## config.mk

```make
export PLATFORM = sky130hd
export DESIGN_NAME = bp_lane_ld_ctrl
export DESIGN_NICKNAME = d
export VERILOG_FILES = /design/src/rtl/bp_lane_ld_ctrl.sv
export SDC_FILE = /design/constraint.sdc
export NUM_CORES = 1
export LEC_CHECK = 0
export ABC_AREA = 0
export BUFFER_PORTS_ARGS = -buffer_cell sky130_fd_sc_hd__buf_4
export CORE_ASPECT_RATIO = 0.7
export CORE_MARGIN = 3
export CORE_UTILIZATION = 36
export CTS_BUF_LIST = sky130_fd_sc_hd__clkbuf_8
export CTS_CLUSTER_SIZE = 12
export DETAILED_ROUTE_END_ITERATION = 7
export PLACE_DENSITY_LB_ADDON = 0.3
export SYNTH_ARGS = -nofsm -noshare
export SYNTH_HDL_FRONTEND = slang
export SYNTH_SLANG_ARGS = --single-unit
```

## constraint.sdc

```tcl
create_clock -name clk -period 2.8 [get_ports clk]
set_input_delay 0.28 -clock clk [delete_from_list [all_inputs] [get_ports clk]]
set_output_delay 0.28 -clock clk [all_outputs]
set_load 0.03 [all_outputs]
```

## src/rtl/bp_lane_ld_ctrl.sv

```systemverilog
// Load controller: unpacks an AXI-Stream bus into NUM_LANES per-lane buffer
// write ports, sequencing cfg_words buffer words into one ping-pong bank.
module bp_lane_ld_ctrl #(
  parameter int BUS_DW    = 64,
  parameter int LANE_DW   = 16,
  parameter int NUM_LANES = 15,
  parameter int ADDR_W    = 9,
  parameter int WORDS_W   = 10
) (
  input  logic                          clk,
  input  logic                          rst_n,
  input  logic                          cfg_start,
  input  logic [WORDS_W-1:0]            cfg_words,
  input  logic [ADDR_W-1:0]             cfg_base_addr,
  input  logic                          cfg_sel,
  output logic                          busy,
  output logic                          done,
  output logic                          err_tlast,
  input  logic [BUS_DW-1:0]             s_axis_tdata,
  input  logic                          s_axis_tvalid,
  output logic                          s_axis_tready,
  input  logic                          s_axis_tlast,
  output logic [NUM_LANES-1:0]          buf_wr_en,
  output logic                          buf_wr_sel,
  output logic [ADDR_W-1:0]             buf_wr_addr,
  output logic [NUM_LANES*LANE_DW-1:0]  buf_wr_data,
  output logic [1:0]                    dbg_state
);

  localparam int LPB   = BUS_DW / LANE_DW;
  localparam int NGRP  = (NUM_LANES + LPB - 1) / LPB;
  localparam int GRP_W = (NGRP > 1) ? $clog2(NGRP) : 1;

  typedef enum logic [1:0] {
    S_IDLE = 2'd0,
    S_LOAD = 2'd1,
    S_FIN  = 2'd2
  } state_t;

  state_t                         state_q;
  logic [WORDS_W-1:0]             words_q;
  logic [ADDR_W-1:0]              base_q;
  logic                           sel_q;
  logic [GRP_W-1:0]               grp_cnt_q;
  logic [WORDS_W-1:0]             word_cnt_q;
  logic                           err_q;
  logic [NUM_LANES-1:0]           wr_en_q;
  logic [ADDR_W-1:0]              wr_addr_q;
  logic [NUM_LANES*LANE_DW-1:0]   wr_data_q;

  logic                           hs;
  logic                           last_grp;
  logic                           last_beat;
  logic [NUM_LANES-1:0]           grp_mask;
  logic [NUM_LANES*LANE_DW-1:0]   lane_data;

  // A beat is accepted on tvalid & tready; tready depends on the state register only.
  assign s_axis_tready = (state_q == S_LOAD);
  assign hs            = s_axis_tvalid && s_axis_tready;
  assign last_grp      = (grp_cnt_q == GRP_W'(NGRP - 1));
  assign last_beat     = last_grp && (word_cnt_q == (words_q - WORDS_W'(1)));

  // Lane L belongs to beat group L/LPB and takes slice L mod LPB of the bus.
  for (genvar l = 0; l < NUM_LANES; l++) begin : g_lane
    assign grp_mask[l] = (grp_cnt_q == GRP_W'(l / LPB));
    assign lane_data[l*LANE_DW +: LANE_DW] = s_axis_tdata[(l % LPB)*LANE_DW +: LANE_DW];
  end

  always_ff @(posedge clk or negedge rst_n) begin
    if (!rst_n) begin
      state_q    <= S_IDLE;
      words_q    <= '0;
      base_q     <= '0;
      sel_q      <= 1'b0;
      grp_cnt_q  <= '0;
      word_cnt_q <= '0;
      err_q      <= 1'b0;
      wr_en_q    <= '0;
      wr_addr_q  <= '0;
      wr_data_q  <= '0;
    end else begin
      wr_en_q <= '0;
      case (state_q)
        S_IDLE: begin
          if (cfg_start) begin
            words_q    <= cfg_words;
            base_q     <= cfg_base_addr;
            sel_q      <= cfg_sel;
            err_q      <= 1'b0;
            grp_cnt_q  <= '0;
            word_cnt_q <= '0;
            state_q    <= (cfg_words == '0) ? S_FIN : S_LOAD;
          end
        end
        S_LOAD: begin
          if (hs) begin
            wr_en_q   <= grp_mask;
            wr_data_q <= lane_data;
            wr_addr_q <= base_q + ADDR_W'(word_cnt_q);
            // tlast is only checked; the beat count alone ends the transfer.
            if (s_axis_tlast != last_beat) err_q <= 1'b1;
            if (last_grp) begin
              grp_cnt_q  <= '0;
              word_cnt_q <= word_cnt_q + WORDS_W'(1);
            end else begin
              grp_cnt_q  <= grp_cnt_q + GRP_W'(1);
            end
            if (last_beat) state_q <= S_FIN;
          end
        end
        S_FIN:   state_q <= S_IDLE;
        default: state_q <= S_IDLE;
      endcase
    end
  end

  assign busy        = (state_q != S_IDLE);
  assign done        = (state_q == S_FIN);
  assign err_tlast   = err_q;
  assign buf_wr_en   = wr_en_q;
  assign buf_wr_sel  = sel_q;
  assign buf_wr_addr = wr_addr_q;
  assign buf_wr_data = wr_data_q;
  assign dbg_state   = state_q;

endmodule

```

==> results of run 1 <==
## final cells by class
cell class | count | area share, %
multi-input combinational | 377 | 25.4
tap | 231 | 3.53
sequential | 112 | 34.2
timing repair buffer | 367 | 33.8
clock inverter | 5 | 0.611
clock buffer | 10 | 1.68
inverter | 15 | 0.688
## worst max-delay path: cells and delay by family (launching register included)
family | cells | cell delay [ps]
AO/OA/AOI/OAI | 3 | 580
adder cells (fa/ha/maj) | 1 | 210
buffers and inverters | 1 | 90
flip-flops | 1 | 420
AND/OR/NAND/NOR | 3 | 980
## flip-flops by register name, indices dropped and copies added, names as in the netlist
register     flops
buf_wr_data     64
word_cnt_q      10
words_q         10
base_q           9
buf_wr_addr      9
buf_wr_en        4
dbg_state        2
grp_cnt_q        2
buf_wr_sel       1
err_tlast        1
## placed cells by master, fill, tap and decap left out, types with 11 or more instances in the layout
cell type | Yosys | final
sky130_fd_sc_hd__ha_1 | 14 | 14
sky130_fd_sc_hd__xnor2_1 | 11 | 11
sky130_fd_sc_hd__mux2_2 | 16 | 16
sky130_fd_sc_hd__buf_4 | 187 | 365
sky130_fd_sc_hd__o21ai_0 | 13 | 13
sky130_fd_sc_hd__xor2_1 | 14 | 14
sky130_fd_sc_hd__nand2_1 | 212 | 211
sky130_fd_sc_hd__dfrtp_1 | 112 | 112
sky130_fd_sc_hd__inv_1 | 15 | 17
sky130_fd_sc_hd__nor2_1 | 18 | 17
## metal layers
metal | wire length (um) | share of wire (%) | track usage (%) | vias up
li1 | - | - | - | 2432
met1 | 7740 | 44 | 23.7 | 2373
met2 | 8290 | 47 | 28.2 | 191
met3 | 1350 | 7.7 | 4.73 | 13
met4 | 174 | 0.99 | 3.27 | 0
met5 | 0 | 0 | 0 | -
## per-stage QoR
stage | util [%] | instance area (um^2) | setup slack, ps | instances
5_1_grt | 47.3 | 8190 | 217 | 1117
6_report | 47.3 | 8190 | 419 | 1117
4_1_cts | 47.3 | 8190 | 397 | 1117
2_1_floorplan | - | 6430 | 577 | 713
3_3_place_gp | 46.1 | 7990 | 454 | 1101
3_5_place_dp | 46.1 | 7990 | 418 | 1101
## path summary, 6_finish.rpt
path | endpoint
max in group asynchronous | buf_wr_data[208]$_DFFE_PN0P_
setup reg to reg | dbg_state[0]$_DFFE_PN0P_
hold / removal | buf_wr_data[217]$_DFFE_PN0P_
setup / recovery | dbg_state[0]$_DFFE_PN0P_
min in group asynchronous | buf_wr_data[185]$_DFFE_PN0P_
hold reg to reg | buf_wr_addr[0]$_DFFE_PN0P_
## cells in the mapped netlist (2+ instances only)
cell type | n | area, um^2
sky130_fd_sc_hd__o31ai_1 | 3 | 22.5
sky130_fd_sc_hd__nand2_1 | 212 | 796
sky130_fd_sc_hd__buf_4 | 187 | 1400
sky130_fd_sc_hd__a211oi_2 | 2 | 25.0
sky130_fd_sc_hd__a21oi_1 | 9 | 45.0
sky130_fd_sc_hd__or3_1 | 3 | 18.8
sky130_fd_sc_hd__nand2b_1 | 2 | 12.5
sky130_fd_sc_hd__and2_1 | 2 | 12.5
sky130_fd_sc_hd__and3_1 | 8 | 50.1
sky130_fd_sc_hd__dfrtp_1 | 112 | 2800
sky130_fd_sc_hd__inv_1 | 15 | 56.3
sky130_fd_sc_hd__clkbuf_1 | 21 | 78.8
sky130_fd_sc_hd__o211ai_1 | 2 | 15.0
sky130_fd_sc_hd__nor2_1 | 18 | 67.6
sky130_fd_sc_hd__o21ai_0 | 13 | 65.1
sky130_fd_sc_hd__ha_1 | 14 | 175
sky130_fd_sc_hd__o21bai_1 | 2 | 15.0
sky130_fd_sc_hd__mux2_2 | 16 | 180
sky130_fd_sc_hd__nand3_1 | 10 | 50.1
sky130_fd_sc_hd__a311oi_1 | 3 | 26.3
sky130_fd_sc_hd__a31oi_1 | 3 | 18.8
sky130_fd_sc_hd__nand4_1 | 3 | 18.8
sky130_fd_sc_hd__xor2_1 | 14 | 123
sky130_fd_sc_hd__nor2b_1 | 2 | 12.5
sky130_fd_sc_hd__xnor2_1 | 11 | 96.3
sky130_fd_sc_hd__nor4_1 | 4 | 25.0
## logic make-up (layout without fill, tap and decap cells)
kind of cell               after synthesis  count (layout)  synth area share [%]
AOI/OAI and AO/OA                       46              46                  4.83
adders and majority gates               15              15                  3.04
DFF                                    112             112                  43.6
and+or+nand+nor                        275             275                  18.2
buffers and inverters                  224             397                  24.1
muxes                                   16              16                  2.80
xor gates and xnor gates                25              25                  3.41
==> flow_metrics.env, run 1 <==
export IMPL_grt_ovfl_total=0
export IMPL_place_port_buffers=359
export IMPL_postSynth_asyncResetShare_pct=100
export IMPL_cts_hold_repair_buffers=1
export IMPL_first_global_vias=4904
export IMPL_clock_tree_htree_level_count=3
export IMPL_ys_seq_area_share_pct=43.6
export IMPL_timing_slew_headroom_pct=43.7
export IMPL_first_pass_iters=4
export IMPL_min_delay_start="s_axis_tdata[25]"
export IMPL_postCtsResizedCells=0
export IMPL_fp_dieH_um=118
export IMPL_via_count=5009
export IMPL_first_iter_violations=267
export IMPL_cells_traversed_along_the_worst_timing_path="inv_1, ha_1, nor4b_4, a21oi_1, or4b_1, a211oi_2, nand3_1, a21bo_1"
export IMPL_hold_slack_ps=90.1
export IMPL_clkTransAtPathRegs_ps=100
export IMPL_drive_gt1_share_pct=45.6
export IMPL_cts_made_buffers=9
export IMPL_r2r_slack_ps=420
export IMPL_setup_repair_after_global_routing_missed_its_margin="false"
export IMPL_grt_first_pass_wirelength_um=27800
export IMPL_die_w_um=166
export IMPL_areaGrowthSynthToFinish_pct=27.4
export IMPL_root_buffer="sky130_fd_sc_hd__clkbuf_8"
export IMPL_critPathMaxFanout=5
export IMPL_regArea_mm2=0.00280
export IMPL_fmax_mhz=420
export IMPL_postSynthRegisterBits=112
export IMPL_drt_wirelength_per_cell_um=15.7
export IMPL_timing_hold_worst_class="primary input to flip-flop"
export IMPL_grt_max_degree=82
export IMPL_antenna_cells_inserted=0
export IMPL_timing_final_max_slew_violations=0
export IMPL_end_kind="flip-flop"
export IMPL_num_rows=40
export IMPL_cts_root_to_sink_buffers=2
export IMPL_max_cap_violations=0
export IMPL_min_delay_path_depth=3
export IMPL_route_antenna_remaining_nets=0
export IMPL_tns_ps=0
export IMPL_synth_enable_flop_cells=0
export IMPL_synth_area_per_cell_um2=9.01
export IMPL_tightest_slew_ps=844
export IMPL_clk_insertion_delay_late_ps=370
export IMPL_cts_setup_buffers=0
export IMPL_critPathLaunchType="flip-flop"
export IMPL_timing_critical_path_slowest_stage_cell="sky130_fd_sc_hd__or4b_1"
export IMPL_outcome="complete, no violations"
export IMPL_timing_critical_path_slowest_cell_delay_ps=530
export IMPL_finalHoldViolations=0
export IMPL_effective_utilization_at_floorplan_pct=37.1
export IMPL_num_fill_cells=1657
export IMPL_antenna_found_initial=0
export IMPL_synth_cells=713
export IMPL_synth_nets=817
export IMPL_min_period_over_period_pct=85.0
export IMPL_netlist_cell_type_count=48
export IMPL_timing_worst_setup_path_type="flip-flop to flip-flop"
export IMPL_r2r_worst_path_cells=8
export IMPL_hpwl_um=13500
export IMPL_critical_path_required_ps=3060
export IMPL_drc_errors=0
export IMPL_worst_clock_skew_on_the_final_layout_ps=8.50
export IMPL_gr_usage_all_layers_pct=17.4
export IMPL_beginning_of_the_worst_register_to_register_path="words_q[0]$_DFFE_PN0P_"
export IMPL_coreArea_mm2=0.0173
export IMPL_multi_input_area_mm2=0.00208
export IMPL_yosys_most_used_dff="sky130_fd_sc_hd__dfrtp_1"
export IMPL_tritoncts_clock_tree="done"
export IMPL_period_minus_slack_ps=2380
export IMPL_io_pin_count=360
export IMPL_vias_per_cell=4.48
export IMPL_wirelength_um=17600
export IMPL_clock_sinks=112
export IMPL_die_area_mm2=0.0195
export IMPL_synth_warning_count=0
export IMPL_finalNetCount=986
export IMPL_worst_endpoint_arrival_ps=2640
export IMPL_post_synth_instance_area_mm2=0.00643
export IMPL_number_of_setup_violations_in_the_final_report=0
export IMPL_place_gp_congestion=0.834
export IMPL_launch_point_of_the_critical_path="words_q[0]$_DFFE_PN0P_"
Power of run 1 is left out: the tool's default activity adds up to more than one toggle a clock period on the data nets, which glitch-free logic cannot reach.
==> run 2: changes to the inputs <==
--- a/config.mk
+++ b/config.mk
@@ -7,12 +7,12 @@
 export LEC_CHECK = 0
 export ABC_AREA = 0
 export BUFFER_PORTS_ARGS = -buffer_cell sky130_fd_sc_hd__buf_4
-export CORE_ASPECT_RATIO = 0.7
 export CORE_MARGIN = 3
 export CORE_UTILIZATION = 36
 export CTS_BUF_LIST = sky130_fd_sc_hd__clkbuf_8
 export CTS_CLUSTER_SIZE = 12
 export DETAILED_ROUTE_END_ITERATION = 7
+export GPL_TIMING_DRIVEN = 0
 export PLACE_DENSITY_LB_ADDON = 0.3
 export SYNTH_ARGS = -nofsm -noshare
 export SYNTH_HDL_FRONTEND = slang
==> flow_metrics.env, run 2 (same netlist as run 1, synthesis figures left out) <==
export IMPL_critical_path_required_ps=3080
export IMPL_cts_made_buffers=9
export IMPL_worst_clock_skew_on_the_final_layout_ps=10.9
export IMPL_worst_endpoint_arrival_ps=2690
export IMPL_tns_ps=0
export IMPL_die_area_mm2=0.0195
export IMPL_max_cap_violations=0
export IMPL_critPathMaxFanout=5
export IMPL_drt_wirelength_per_cell_um=15.0
export IMPL_number_of_setup_violations_in_the_final_report=0
export IMPL_vias_per_cell=4.24
export IMPL_cts_root_to_sink_buffers=2
export IMPL_timing_slew_headroom_pct=55.5
export IMPL_p_leak_nw=5.40
export IMPL_root_buffer="sky130_fd_sc_hd__clkbuf_8"
export IMPL_clock_sinks=112
export IMPL_num_rows=48
export IMPL_antenna_found_initial=0
export IMPL_wirelength_um=19700
export IMPL_drive_gt1_share_pct=53.6
export IMPL_drc_errors=0
export IMPL_grt_first_pass_wirelength_um=30100
export IMPL_antenna_cells_inserted=0
export IMPL_critPathLaunchType="flip-flop"
export IMPL_cts_setup_buffers=0
export IMPL_leading_cell_type_in_the_layout_fill_and_taps_excluded="sky130_fd_sc_hd__buf_4"
export IMPL_place_port_buffers=359
export IMPL_p_per_area_mw_per_mm2=1520
export IMPL_clock_tree_htree_level_count=3
export IMPL_place_gp_congestion=0.897
export IMPL_via_count=5573
export IMPL_timing_hold_worst_class="primary input to flip-flop"
export IMPL_postCtsResizedCells=0
export IMPL_tritoncts_clock_tree="done"
export IMPL_first_global_vias=5237
export IMPL_first_iter_violations=246
export IMPL_layout_core_utilization_pct=55.3
export IMPL_regArea_mm2=0.00280
export IMPL_timing_final_max_slew_violations=0
export IMPL_gr_usage_all_layers_pct=19.5
export IMPL_io_pin_count=360
export IMPL_effective_utilization_at_floorplan_pct=37.0
export IMPL_finalHoldViolations=0
export IMPL_first_pass_iters=4
export IMPL_route_antenna_remaining_nets=0
export IMPL_clk_insertion_delay_late_ps=380
export IMPL_num_fill_cells=1631
export IMPL_fmax_mhz=415
export IMPL_grt_ovfl_total=0
export IMPL_fp_dieH_um=140
export IMPL_tightest_slew_ps=665
export IMPL_grt_max_degree=66
export IMPL_coreArea_mm2=0.0174
export IMPL_period_minus_slack_ps=2410
export IMPL_outcome="complete, no violations"
export IMPL_multi_input_area_mm2=0.00207
export IMPL_finalNetCount=1189
export IMPL_min_period_over_period_pct=86.0
export IMPL_layout_cells_most_common_list="sky130_fd_sc_hd__buf_4, sky130_fd_sc_hd__nand2_1, sky130_fd_sc_hd__dfrtp_1"
export IMPL_areaGrowthSynthToFinish_pct=49.5
export IMPL_timing_worst_setup_path_type="flip-flop to flip-flop"
export IMPL_end_kind="flip-flop"
export IMPL_clkTransAtPathRegs_ps=110
export IMPL_largest_register_ff_count=64
export IMPL_setup_repair_after_global_routing_missed_its_margin="false"
export IMPL_hpwl_um=16000
export IMPL_die_w_um=140
export IMPL_cts_hold_repair_buffers=1
export IMPL_peakVddDrop_v=0.00105
-- run 2: cell type report --
cell class,instances,area share (%)
Buffer,209,15.6
Clock buffer,9,1.29
Clock inverter,6,0.404
Inverter,15,0.586
Multi-Input combinational cell,377,21.6
Sequential cell,112,29.2
Tap cell,225,2.93
Timing Repair Buffer,361,28.5
-- run 2: metal layers --
metal	routed length, um	up-vias	track usage (%)
li1	-	2839	-
met1	7690	2552	23.3
met2	10500	158	35.0
met3	1100	24	4.88
met4	425	0	5.20
met5	0	-	0
-- run 2: path summary, 6_finish.rpt --
check | endpoint | depth (start not counted) | start | slack, ps
max | dbg_state[0]$_DFFE_PN0P_ | 8 | words_q[0]$_DFFE_PN0P_ | 390
min | buf_wr_data[236]$_DFFE_PN0P_ | 3 | s_axis_tdata[44] | 80
max reg2reg | dbg_state[0]$_DFFE_PN0P_ | 8 | words_q[0]$_DFFE_PN0P_ | 390
min reg2reg | buf_wr_addr[0]$_DFFE_PN0P_ | 2 | buf_wr_addr[0]$_DFFE_PN0P_ | 490
max in group asynchronous | buf_wr_data[193]$_DFFE_PN0P_ | 3 | rst_n | 1750
min in group asynchronous | buf_wr_data[230]$_DFFE_PN0P_ | 2 | rst_n | 380
-- run 2: through the flow --
stage          hold WS (ps)  power, mW  setup WS [ps]  cell area [um^2]  std cells
2_1_floorplan         -15.6       10.0            577              6430        713
3_3_place_gp            460       13.7            412              9400       1297
3_5_place_dp            246       13.8            400              9430       1298
4_1_cts                47.3       14.7            368              9610       1314
5_1_grt                44.5       15.4            187              9610       1314
6_report               76.0       14.6            393              9610       1314
-- run 2: critical path, cell delays in order, from the launching register on --
cell and delay [ps]:
sky130_fd_sc_hd__dfrtp_1 420, sky130_fd_sc_hd__inv_1 90, sky130_fd_sc_hd__ha_1 220, sky130_fd_sc_hd__nor4b_4 340, sky130_fd_sc_hd__a21oi_1 110, sky130_fd_sc_hd__or4b_1 530, sky130_fd_sc_hd__a211oi_2 260, sky130_fd_sc_hd__nand3_1 130
sky130_fd_sc_hd__a21bo_1 210
-- run 2: power by group --
group	switching [mW]	leakage, nW	internal, mW	total, mW
combinational	5.98	3.92	4.48	10.5
clock	0.551	0.0862	0.316	0.867
sequential	0.908	1.39	2.33	3.24
(Power assumes the default switching activity.)
